**src/rtl/vpop_pkg.sv**
```systemverilog
// Shared types and constants for the vector pop-count / parity / LZC unit.
package vpop_pkg;

   localparam logic [2:0] MODE_POP = 3'b001;
   localparam logic [2:0] MODE_PAR = 3'b010;
   localparam logic [2:0] MODE_LZC = 3'b011;

   // Element index carried in the pipeline tag; covers vector lengths up to 64.
   localparam int TAG_IDX_W = 6;

   typedef struct packed {
      logic                 valid;
      logic [2:0]           mode;
      logic [TAG_IDX_W-1:0] idx;
      logic                 last;
   } vpop_tag_t;

   typedef enum logic [1:0] {
      ST_IDLE  = 2'd0,
      ST_ISSUE = 2'd1,
      ST_DRAIN = 2'd2,
      ST_EMPTY = 2'd3
   } vpop_state_t;

   // Count width able to hold 0..dw inclusive.
   function automatic int calc_cnt_w(input int dw);
      return $clog2(dw + 1);
   endfunction

   function automatic int calc_stages(input int dw, input int cw);
      return dw / cw;
   endfunction

endpackage

```
**src/rtl/vpop_lzc_stage.sv**
```systemverilog
// One chunk slice of the pipeline: adds the chunk pop count, or extends the
// running leading-zero count until the first set bit has been found.
module vpop_lzc_stage
   import vpop_pkg::*;
#(
   parameter int CHUNK_W = 16,
   parameter int CNT_W   = 7
)(
   input  logic               lzc,
   input  logic [CHUNK_W-1:0] chunk,
   input  logic [CNT_W-1:0]   cnt_i,
   input  logic               found_i,
   output logic [CNT_W-1:0]   cnt_o,
   output logic               found_o
);

   logic [CNT_W-1:0] pop;
   logic [CNT_W-1:0] lz;
   logic             hit;

   // Chunk population count and leading zeros (MSB first), then merge.
   always_comb begin
      pop = '0;
      for (int i = 0; i < CHUNK_W; i++) begin
         pop = pop + CNT_W'(chunk[i]);
      end
      lz  = CNT_W'(CHUNK_W);
      hit = 1'b0;
      for (int i = CHUNK_W - 1; i >= 0; i--) begin
         if (!hit && chunk[i]) begin
            lz  = CNT_W'(CHUNK_W - 1 - i);
            hit = 1'b1;
         end
      end
      if (lzc) begin
         if (found_i) begin
            cnt_o   = cnt_i;
            found_o = 1'b1;
         end else begin
            cnt_o   = cnt_i + lz;
            found_o = hit;
         end
      end else begin
         cnt_o   = cnt_i + pop;
         found_o = found_i;
      end
   end

endmodule

```
**src/rtl/vector_pop_lzc_unit.sv**
```systemverilog
// Vector pop count / parity / leading-zero count unit. Streams one element
// per cycle through a chunked pipeline; each element carries its own mode tag.
//
//   state    | meaning
//   ---------+-------------------------------------------------------------
//   ST_IDLE  | unit free, start accepted
//   ST_ISSUE | sampling one element per cycle into the input register
//   ST_DRAIN | all elements issued, waiting for the last result to show
//   ST_EMPTY | zero-length operation, one busy cycle then back to idle
module vector_pop_lzc_unit
   import vpop_pkg::*;
#(
   parameter int DATA_W   = 64,
   parameter int CHUNK_W  = 16,
   parameter int NUM_VREG = 8,
   parameter int MAX_VL   = 64,
   parameter int VL_W     = 7
)(
   input  logic                         clk,
   input  logic                         rst,
   input  logic                         i_start,
   input  logic [2:0]                   i_k,
   input  logic [$clog2(NUM_VREG)-1:0]  i_j,
   input  logic [VL_W-1:0]              i_vl,
   input  logic [NUM_VREG*DATA_W-1:0]   i_vdata,
   output logic                         o_start_ack,
   output logic                         o_busy,
   output logic                         o_valid,
   output logic                         o_last,
   output logic [$clog2(MAX_VL)-1:0]    o_elem_idx,
   output logic [DATA_W-1:0]            o_result
);

   localparam int STAGES = calc_stages(DATA_W, CHUNK_W);
   localparam int CNT_W  = calc_cnt_w(DATA_W);
   localparam int J_W    = $clog2(NUM_VREG);
   localparam int IDX_W  = $clog2(MAX_VL);
   localparam logic [VL_W-1:0] MAX_VL_V = VL_W'(MAX_VL);

   vpop_state_t      state_q, state_d;
   logic             accept, issue, issue_last;
   logic [2:0]       k_q;
   logic [J_W-1:0]   j_q;
   logic [VL_W-1:0]  vl_q, cnt_q, eff_vl;

   // Pipeline: index 0 is the input register, index STAGES drives the outputs.
   vpop_tag_t        tag_p   [0:STAGES];
   logic [DATA_W-1:0] data_p [0:STAGES-1];
   logic [CNT_W-1:0] cnt_p   [1:STAGES];
   logic             found_p [1:STAGES];
   logic [CNT_W-1:0] cnt_d   [0:STAGES-1];
   logic             found_d [0:STAGES-1];
   vpop_tag_t        out_tag;

   assign eff_vl     = (i_vl > MAX_VL_V) ? MAX_VL_V : i_vl;
   assign issue_last = (cnt_q == vl_q - 1'b1);
   assign out_tag    = tag_p[STAGES];

   // State register.
   always_ff @(posedge clk or negedge rst) begin
      if (!rst) state_q <= ST_IDLE;
      else      state_q <= state_d;
   end

   // Next-state logic.
   always_comb begin
      state_d = state_q;
      case (state_q)
         ST_IDLE:  if (i_start) state_d = (eff_vl == '0) ? ST_EMPTY : ST_ISSUE;
         ST_ISSUE: if (issue_last) state_d = ST_DRAIN;
         ST_DRAIN: if (out_tag.valid && out_tag.last) state_d = ST_IDLE;
         ST_EMPTY: state_d = ST_IDLE;
         default:  state_d = ST_IDLE;
      endcase
   end

   // State decode: reservation, issue enable and start acceptance.
   always_comb begin
      o_busy = (state_q != ST_IDLE);
      issue  = (state_q == ST_ISSUE);
      accept = i_start && (state_q == ST_IDLE);
   end

   assign o_start_ack = i_start & ~o_busy;

   // Latch the command on accept; count issued elements.
   always_ff @(posedge clk or negedge rst) begin
      if (!rst) begin
         k_q   <= '0;
         j_q   <= '0;
         vl_q  <= '0;
         cnt_q <= '0;
      end else if (accept) begin
         k_q   <= i_k;
         j_q   <= i_j;
         vl_q  <= eff_vl;
         cnt_q <= '0;
      end else if (issue) begin
         cnt_q <= cnt_q + 1'b1;
      end
   end

   // Input register and stage registers.
   always_ff @(posedge clk or negedge rst) begin
      if (!rst) begin
         for (int s = 0; s <= STAGES; s++) tag_p[s] <= '0;
         for (int s = 0; s < STAGES; s++) begin
            data_p[s]    <= '0;
            cnt_p[s+1]   <= '0;
            found_p[s+1] <= 1'b0;
         end
      end else begin
         tag_p[0].valid <= issue;
         tag_p[0].mode  <= k_q;
         tag_p[0].idx   <= TAG_IDX_W'(cnt_q);
         tag_p[0].last  <= issue && issue_last;
         data_p[0]      <= i_vdata[j_q*DATA_W +: DATA_W];
         for (int s = 1; s < STAGES; s++) data_p[s] <= data_p[s-1];
         for (int s = 0; s < STAGES; s++) begin
            tag_p[s+1]   <= tag_p[s];
            cnt_p[s+1]   <= cnt_d[s];
            found_p[s+1] <= found_d[s];
         end
      end
   end

   for (genvar s = 0; s < STAGES; s++) begin : g_stage
      logic [CNT_W-1:0]   c_in;
      logic               f_in;
      logic               lzc;
      logic [CHUNK_W-1:0] chunk;

      if (s == 0) begin : g_head
         assign c_in = '0;
         assign f_in = 1'b0;
      end else begin : g_tail
         assign c_in = cnt_p[s];
         assign f_in = found_p[s];
      end

      // LZC walks chunks from the MSB end, the counting modes from the LSB end.
      assign lzc   = (tag_p[s].mode == MODE_LZC);
      assign chunk = lzc ? data_p[s][DATA_W-(s+1)*CHUNK_W +: CHUNK_W]
                         : data_p[s][s*CHUNK_W +: CHUNK_W];

      vpop_lzc_stage #(
         .CHUNK_W (CHUNK_W),
         .CNT_W   (CNT_W)
      ) u_stage (
         .lzc     (lzc),
         .chunk   (chunk),
         .cnt_i   (c_in),
         .found_i (f_in),
         .cnt_o   (cnt_d[s]),
         .found_o (found_d[s])
      );
   end

   assign o_valid    = out_tag.valid;
   assign o_last     = out_tag.last;
   assign o_elem_idx = out_tag.idx[IDX_W-1:0];

   // Result formatting by the element's own mode; zero outside valid cycles.
   always_comb begin
      o_result = '0;
      if (out_tag.valid) begin
         case (out_tag.mode)
            MODE_POP: o_result = DATA_W'(cnt_p[STAGES]);
            MODE_PAR: o_result = DATA_W'(cnt_p[STAGES][0]);
            MODE_LZC: o_result = found_p[STAGES] ? DATA_W'(cnt_p[STAGES])
                                                 : DATA_W'(DATA_W);
            default:  o_result = '0;
         endcase
      end
   end

endmodule

```
**config.mk**
```make
export PLATFORM = sky130hd
export DESIGN_NAME = vector_pop_lzc_unit
export DESIGN_NICKNAME = d
export VERILOG_FILES = /design/src/rtl/vpop_pkg.sv /design/src/rtl/vpop_lzc_stage.sv /design/src/rtl/vector_pop_lzc_unit.sv
export SDC_FILE = /design/constraint.sdc
export NUM_CORES = 1
export LEC_CHECK = 0
export ABC_AREA = 1
export BUFFER_PORTS_ARGS = -buffer_cell sky130_fd_sc_hd__buf_2
export CAP_MARGIN = 20
export CORE_AREA = 2 2 233 235
export CTS_CLUSTER_SIZE = 24
export DETAILED_ROUTE_END_ITERATION = 8
export DIE_AREA = 0 0 235 237
export GPL_TIMING_DRIVEN = 0
export PLACE_DENSITY_LB_ADDON = 0.12
export SYNTH_ARGS = -nofsm -noshare
export SYNTH_HDL_FRONTEND = slang
export SYNTH_HIERARCHICAL = 1
export SYNTH_SLANG_ARGS = --single-unit
export TNS_END_PERCENT = 50
```
**constraint.sdc**
```tcl
create_clock -name clk -period 5.81 [get_ports clk]
set_input_delay 0.2905 -clock clk [delete_from_list [all_inputs] [get_ports clk]]
set_output_delay 0.2905 -clock clk [all_outputs]
set_load 0.02 [all_outputs]
```
; Word-level counts from Yosys, hierarchy flattened
; Cells that the tools add are included.
[word_totals]
regBits = 365
out_inout_bits = 74
elab_cells = 408
[op_classes]
add_sub_neg = 68
magnitude_cmp = 1
eq_ne = 14
n_shift = 1
n_mux = 157
n_bitwise = 2
n_reduce_logical = 128
[op_table]
columns = operator, n
row1 = 512-bit by 10-bit variable part select with 64-bit output, 1
row2 = 7-bit 2-to-1 mux, 72
row3 = 7-bit by 1-bit adder with 7-bit output, 56
row4 = 1-bit 2-to-1 mux, 71
row5 = 16-bit 2-to-1 mux, 4
row6 = 1-bit logical AND, 63
row7 = 1-bit logical NOT, 60
row8 = 7-bit adder, 6
row9 = 7-bit case mux with 3 select lines, 1
row10 = 5-bit 2-to-1 mux, 4
row11 = 3-bit by 2-bit == test with 1-bit output (second input constant), 6
row12 = 1-bit by 1-bit adder with 2-bit output, 4
row13 = 2-bit 2-to-1 mux, 4
row14 = 2-bit case mux with 4 select lines, 1
row15 = 7-bit by 1-bit adder with 7-bit output (second input constant), 1
row16 = 7-bit == test, 1
row17 = 7-bit greater-than comparator (second input constant), 1
row18 = 7-bit logical NOT, 1
row19 = 7-bit by 1-bit subtractor with 7-bit output (second input constant), 1
row20 = 2-bit == test (second input constant), 2
row21 = 2-bit != test (second input constant), 2
row22 = 2-bit nonzero test, 2
row23 = 3-bit by 1-bit == test with 1-bit output (second input constant), 1
row24 = 3-bit AND reduction, 1
row25 = 5 further kinds, 5

; Logic depth before layout (Yosys ltp)
[logic_depth]
depth_word = 51
depth_mapped = 27
mapped_depth_nobuf = 26

; Cells and area by module
; Netlist, hierarchy kept.
[by_module_without_submodules]
columns = mod, instances, cells_each, area_per_inst_um2, seq_area_each_um2
row1 = vector_pop_lzc_unit, 1, 1716, 14772.9, 8333.0
row2 = vpop_lzc_stage (g_stage[0].u_stage ...), 3, 160, 1102.3, 0.0
row3 = vpop_lzc_stage (g_stage[3].u_stage), 1, 158, 1087.3, 0.0

; Worst setup path after synthesis
; Ideal clock, no wire load.
[synth_timing]
path_type = flip-flop to flip-flop
from = reg tag_p[20] (netlist name)
to = reg cnt_p[6] (netlist name)
setup_ps = 80
arrival_time_ps = 4761
path_slack_ps = 969
stages_incl_launch_ff = 20
path_buffers = 1
period_less_slack_ps = 4841
path_cell_list = dfrtp_1 nor2_1 inv_1 clkbuf_1 nand2_1 nand2_1 fa_1 fa_1 inv_1 fa_1 fa_1 inv_1 fa_1 fa_1 a31oi_1 nor2_1 o21ai_1 nand2_1 nand2_1 xnor2_1
[synth_rtl]
columns = element, line_no
row1 = "start, declared", vector_pop_lzc_unit.sv:47  ; vpop_tag_t tag_p [0:STAGES];
row2 = "start signal, assigned by index", vector_pop_lzc_unit.sv:120  ; tag_p[s+1] <= tag_p[s];
row3 = "end signal, assigned by index", vector_pop_lzc_unit.sv:121  ; cnt_p[s+1] <= cnt_d[s];
row4 = "end, declared", vector_pop_lzc_unit.sv:49  ; logic [CNT_W-1:0] cnt_p [1:STAGES];

==> metrics.txt <==
top area cells in the synthesized netlist sky130_fd_sc_hd__dfrtp_1 (43%), sky130_fd_sc_hd__nand2_1 (11%), sky130_fd_sc_hd__nor2_1 (8.9%); Post-Route Skew around 0.032 ns; drt initial violations around 1,400; chain of cells forming the critical path nor2_2 -> inv_1 -> clkbuf_1 -> nand2_1 -> nand2_1 -> fa_1 -> fa_1 -> inv_1 -> fa_1 -> fa_1 -> inv_1 -> fa_1 -> fa_1 -> a31oi_1 -> nor2_1 -> o21ai_1 -> nand2_1 -> nand2_1 -> xnor2_1; clock transition at the registers of the reported paths 0.07 ns; overall routing resource usage 31.2%; endpoint type of the worst setup path flop; period utilization 93.3%; post-synthesis cell area around 19,000 um2; First-pass DRT Iterations 5; die extent in y around 240 um; hold violation count in the final report 0; count of H-tree levels built during CTS 2; number of enable flip-flop cells after synthesis 0; fraction of layout instances using a drive strength above 1 between 20% and 30%; per-cell routed wire length 23.4 um; cell type group with the largest total delay on the critical path adder cells; delay of the slowest cell on the worst path ~0.53 ns; via density per instance about 5; reported max-cap violation count 0; Crit Path Max Fanout 10; dpl hpwl 74.7 mm; final setup violation count 0; clock buffers created by TritonCTS 36; horizontal die dimension 235 um; cell occurring most often along the worst timing path sky130_fd_sc_hd__fa_1; power per cell area slightly below 900 nW/um2; CORE AREA roughly 53,000 um2; RSZ-0062 raised after global routing false; top cells by count, synth sky130_fd_sc_hd__nand2_1 (560), sky130_fd_sc_hd__nor2_1 (452), sky130_fd_sc_hd__dfrtp_1 (333); io pins approximately 600; area enclosed by the die boundary 55,700 um2; clock insertion delay at the later pin of the skew report roughly 0.55 ns; launching element type of the critical path flop; Arr. time, crit path between 5 and 6 ns; number of buffers inserted by post-CTS setup repair 0; post-synthesis to final-layout area growth 27.4%; area share of the leading cell type in the synthesized netlist 43.5%; first-pass GRT wire length 127 mm; timing-limited maximum frequency ~180 MHz; number of routed nets with antenna violations 0; cell leakage power approximately 0.013 uW; class of the worst hold path input port to flop; critical path type flop to flop; Starting Density between 30% and 40%; master cell of the clock root buffer sky130_fd_sc_hd__clkbuf_16; final-stage net count between 3,000 and 4,000; via count of the first global-routing pass between 15,000 and 20,000; via count of the routed design between 15,000 and 20,000; maximum vdd drop approximately 1.2 mV; Routed Wire Length approximately 88 mm; antenna violations before repair 53; # rows 85; largest area contributor in the netlist sky130_fd_sc_hd__dfrtp_1; GP Congestion about 1; number of storage elements in the synthesis netlist between 300 and 400; Synth async-reset ratio 100%; most repeated cell in the gate-level netlist after synthesis sky130_fd_sc_hd__nand2_1; commonest register cell after synthesis sky130_fd_sc_hd__dfrtp_1; pin count of the biggest net entering global routing about 130; utilization of the core after routing 45.8%; required time worst endpoint between 6 and 7 ns; Slew Limit Headroom a little under half; status complete, no violations; Post-route DRC 0; post-synthesis cell type count 39; syn_area_per_cell 8.14 um2; Slew @ Worst Pin 0.784 ns; sequential area share after synthesis a little over two fifths; Warnings, synthesis 6; crit path max-delay cell type sky130_fd_sc_hd__fa_1; shortest clock period the worst path allows after layout ~5.4 ns; number of I/O port buffers around 540; cells after synthesis 2,354; final total negative setup slack 0 ns; Sinks on Clock Net 333; count of pins over their slew limit 0; global route total overflow 0; buffering stage count on the worst path with inverters included 4; TritonCTS clock tree yes; maximum buffer depth of the clock tree 3
-- power breakdown --
part	leakage (uW)	total, uW	switching, uW	internal (uW)
Combinational	0.00805	15200	9340	5870
Sequential	0.00407	4200	583	3620
Clock	0.000567	2230	919	1310
Total	0.0127	21600	10800	10800
-- layer usage --
metal	up-vias	share of wire, %	GRT usage, %
met4	20	4.0	13.4
li1	8881	-	-
met5	-	0.15	0
met3	176	6.5	5.47
met2	783	46	49.9
met1	9070	43	41.7
-- logic make-up after synthesis --
family	count (synthesis)	synth area share, %
other cells	1	0.0196
flops	333	43.5
xor+xnor	26	1.19
buf+inv	369	9.00
simple gates	1115	23.9
fa+ha+maj	106	8.96
compound gates	404	13.5
-- stage by stage --
stage | hold slack, ns | setup slack (ns) | instances | power, uW | instance area [um2]
CTS | 0.00477 | 0.147 | 3743 | 21700 | 24300
detailed placement | 0.335 | -0.0717 | 3676 | 19400 | 23100
global route | 0.0233 | 0.00697 | 3765 | 24100 | 24400
global placement | 0.332 | -1.50 | 3674 | 19100 | 23100
finish | 0.0254 | 0.392 | 3772 | 21600 | 24400
floorplan | -0.00509 | 0.969 | 2434 | 14900 | 19500
-- state kept, by name, summed over array words and instances, names as in the netlist --
name and flops:
j_q 3, cnt_p 7, o_valid 1, data_p 224, out_tag 3, tag_p 44, g_stage.f_in 3, state_q 2
cnt_q 7, k_q 3, g_stage.c_in 21, o_elem_idx 6, vl_q 7, o_last 1, found_p 1
-- repair_timing --
item,CTS,global route
setup endpoints to repair,2,4
resized for setup,2,3
endpoints found under the hold margin,105,0
hold buffers,5,0
-- final timing paths --
kind / from / end / slack (ns) / cells after the start
min in group asynchronous: rst / tag_p[17]$_DFF_PN0_ / 0.36 / 2
setup reg to reg: tag_p[42]$_DFF_PN0_ / g_stage[2].c_in[6]$_DFF_PN0_ / 0.39 / 19
max in group asynchronous: rst / data_p[228]$_DFF_PN0_ / 4.31 / 3
hold / removal: i_j[1] / j_q[1]$_DFFE_PN0P_ / 0.03 / 3
setup / recovery: tag_p[42]$_DFF_PN0_ / g_stage[2].c_in[6]$_DFF_PN0_ / 0.39 / 19
hold reg to reg: data_p[223]$_DFF_PN0_ / data_p[159]$_DFF_PN0_ / 0.34 / 0
-- cell usage in the layout (no fill, tap or decap), types with 6 or more instances in the layout --
master,n
sky130_fd_sc_hd__buf_2,577
sky130_fd_sc_hd__nand2_1,560
sky130_fd_sc_hd__nor2_1,448
sky130_fd_sc_hd__dfrtp_1,333
sky130_fd_sc_hd__o21ai_0,160
sky130_fd_sc_hd__inv_1,158
sky130_fd_sc_hd__o32ai_1,128
sky130_fd_sc_hd__conb_1,81
sky130_fd_sc_hd__clkbuf_1,70
sky130_fd_sc_hd__buf_4,66
sky130_fd_sc_hd__a21oi_1,56
sky130_fd_sc_hd__ha_1,54
sky130_fd_sc_hd__fa_1,52
sky130_fd_sc_hd__nand3_1,39
sky130_fd_sc_hd__clkbuf_16,36
sky130_fd_sc_hd__inv_2,33
sky130_fd_sc_hd__diode_2,29
sky130_fd_sc_hd__o21ai_1,22
sky130_fd_sc_hd__nor2_2,14
sky130_fd_sc_hd__xnor2_1,14
sky130_fd_sc_hd__nor2_4,13
sky130_fd_sc_hd__o22ai_1,12
sky130_fd_sc_hd__xor2_1,12
sky130_fd_sc_hd__nand2_2,11
sky130_fd_sc_hd__clkinv_2,8
sky130_fd_sc_hd__nand4_4,8
sky130_fd_sc_hd__o211ai_1,8
sky130_fd_sc_hd__nor3_1,7
sky130_fd_sc_hd__clkbuf_8,6
-- final cells by class --
type / instances / area (um2)
Fill cell: 5465 / 28900
Multi-Input combinational cell: 1732 / 9430
Sequential cell: 333 / 8330
Timing Repair Buffer: 551 / 2840
Buffer: 176 / 1000
Clock buffer: 45 / 995
Tap cell: 696 / 871
Inverter: 193 / 724
Clock inverter: 17 / 164
Antenna cell: 29 / 72.6
-- worst reg2reg max path: cells and delay by family, from the launching register on --
kind | cells | cell delay, ns
DFF | 1 | 0.39
xor gates and xnor gates | 1 | 0.11
and+or+nand+nor | 6 | 0.90
buffers and inverters | 4 | 0.67
adders and majority gates | 6 | 2.86
AOI/OAI and AO/OA | 2 | 0.43
Note: power is estimated with default switching activity, not from simulation.
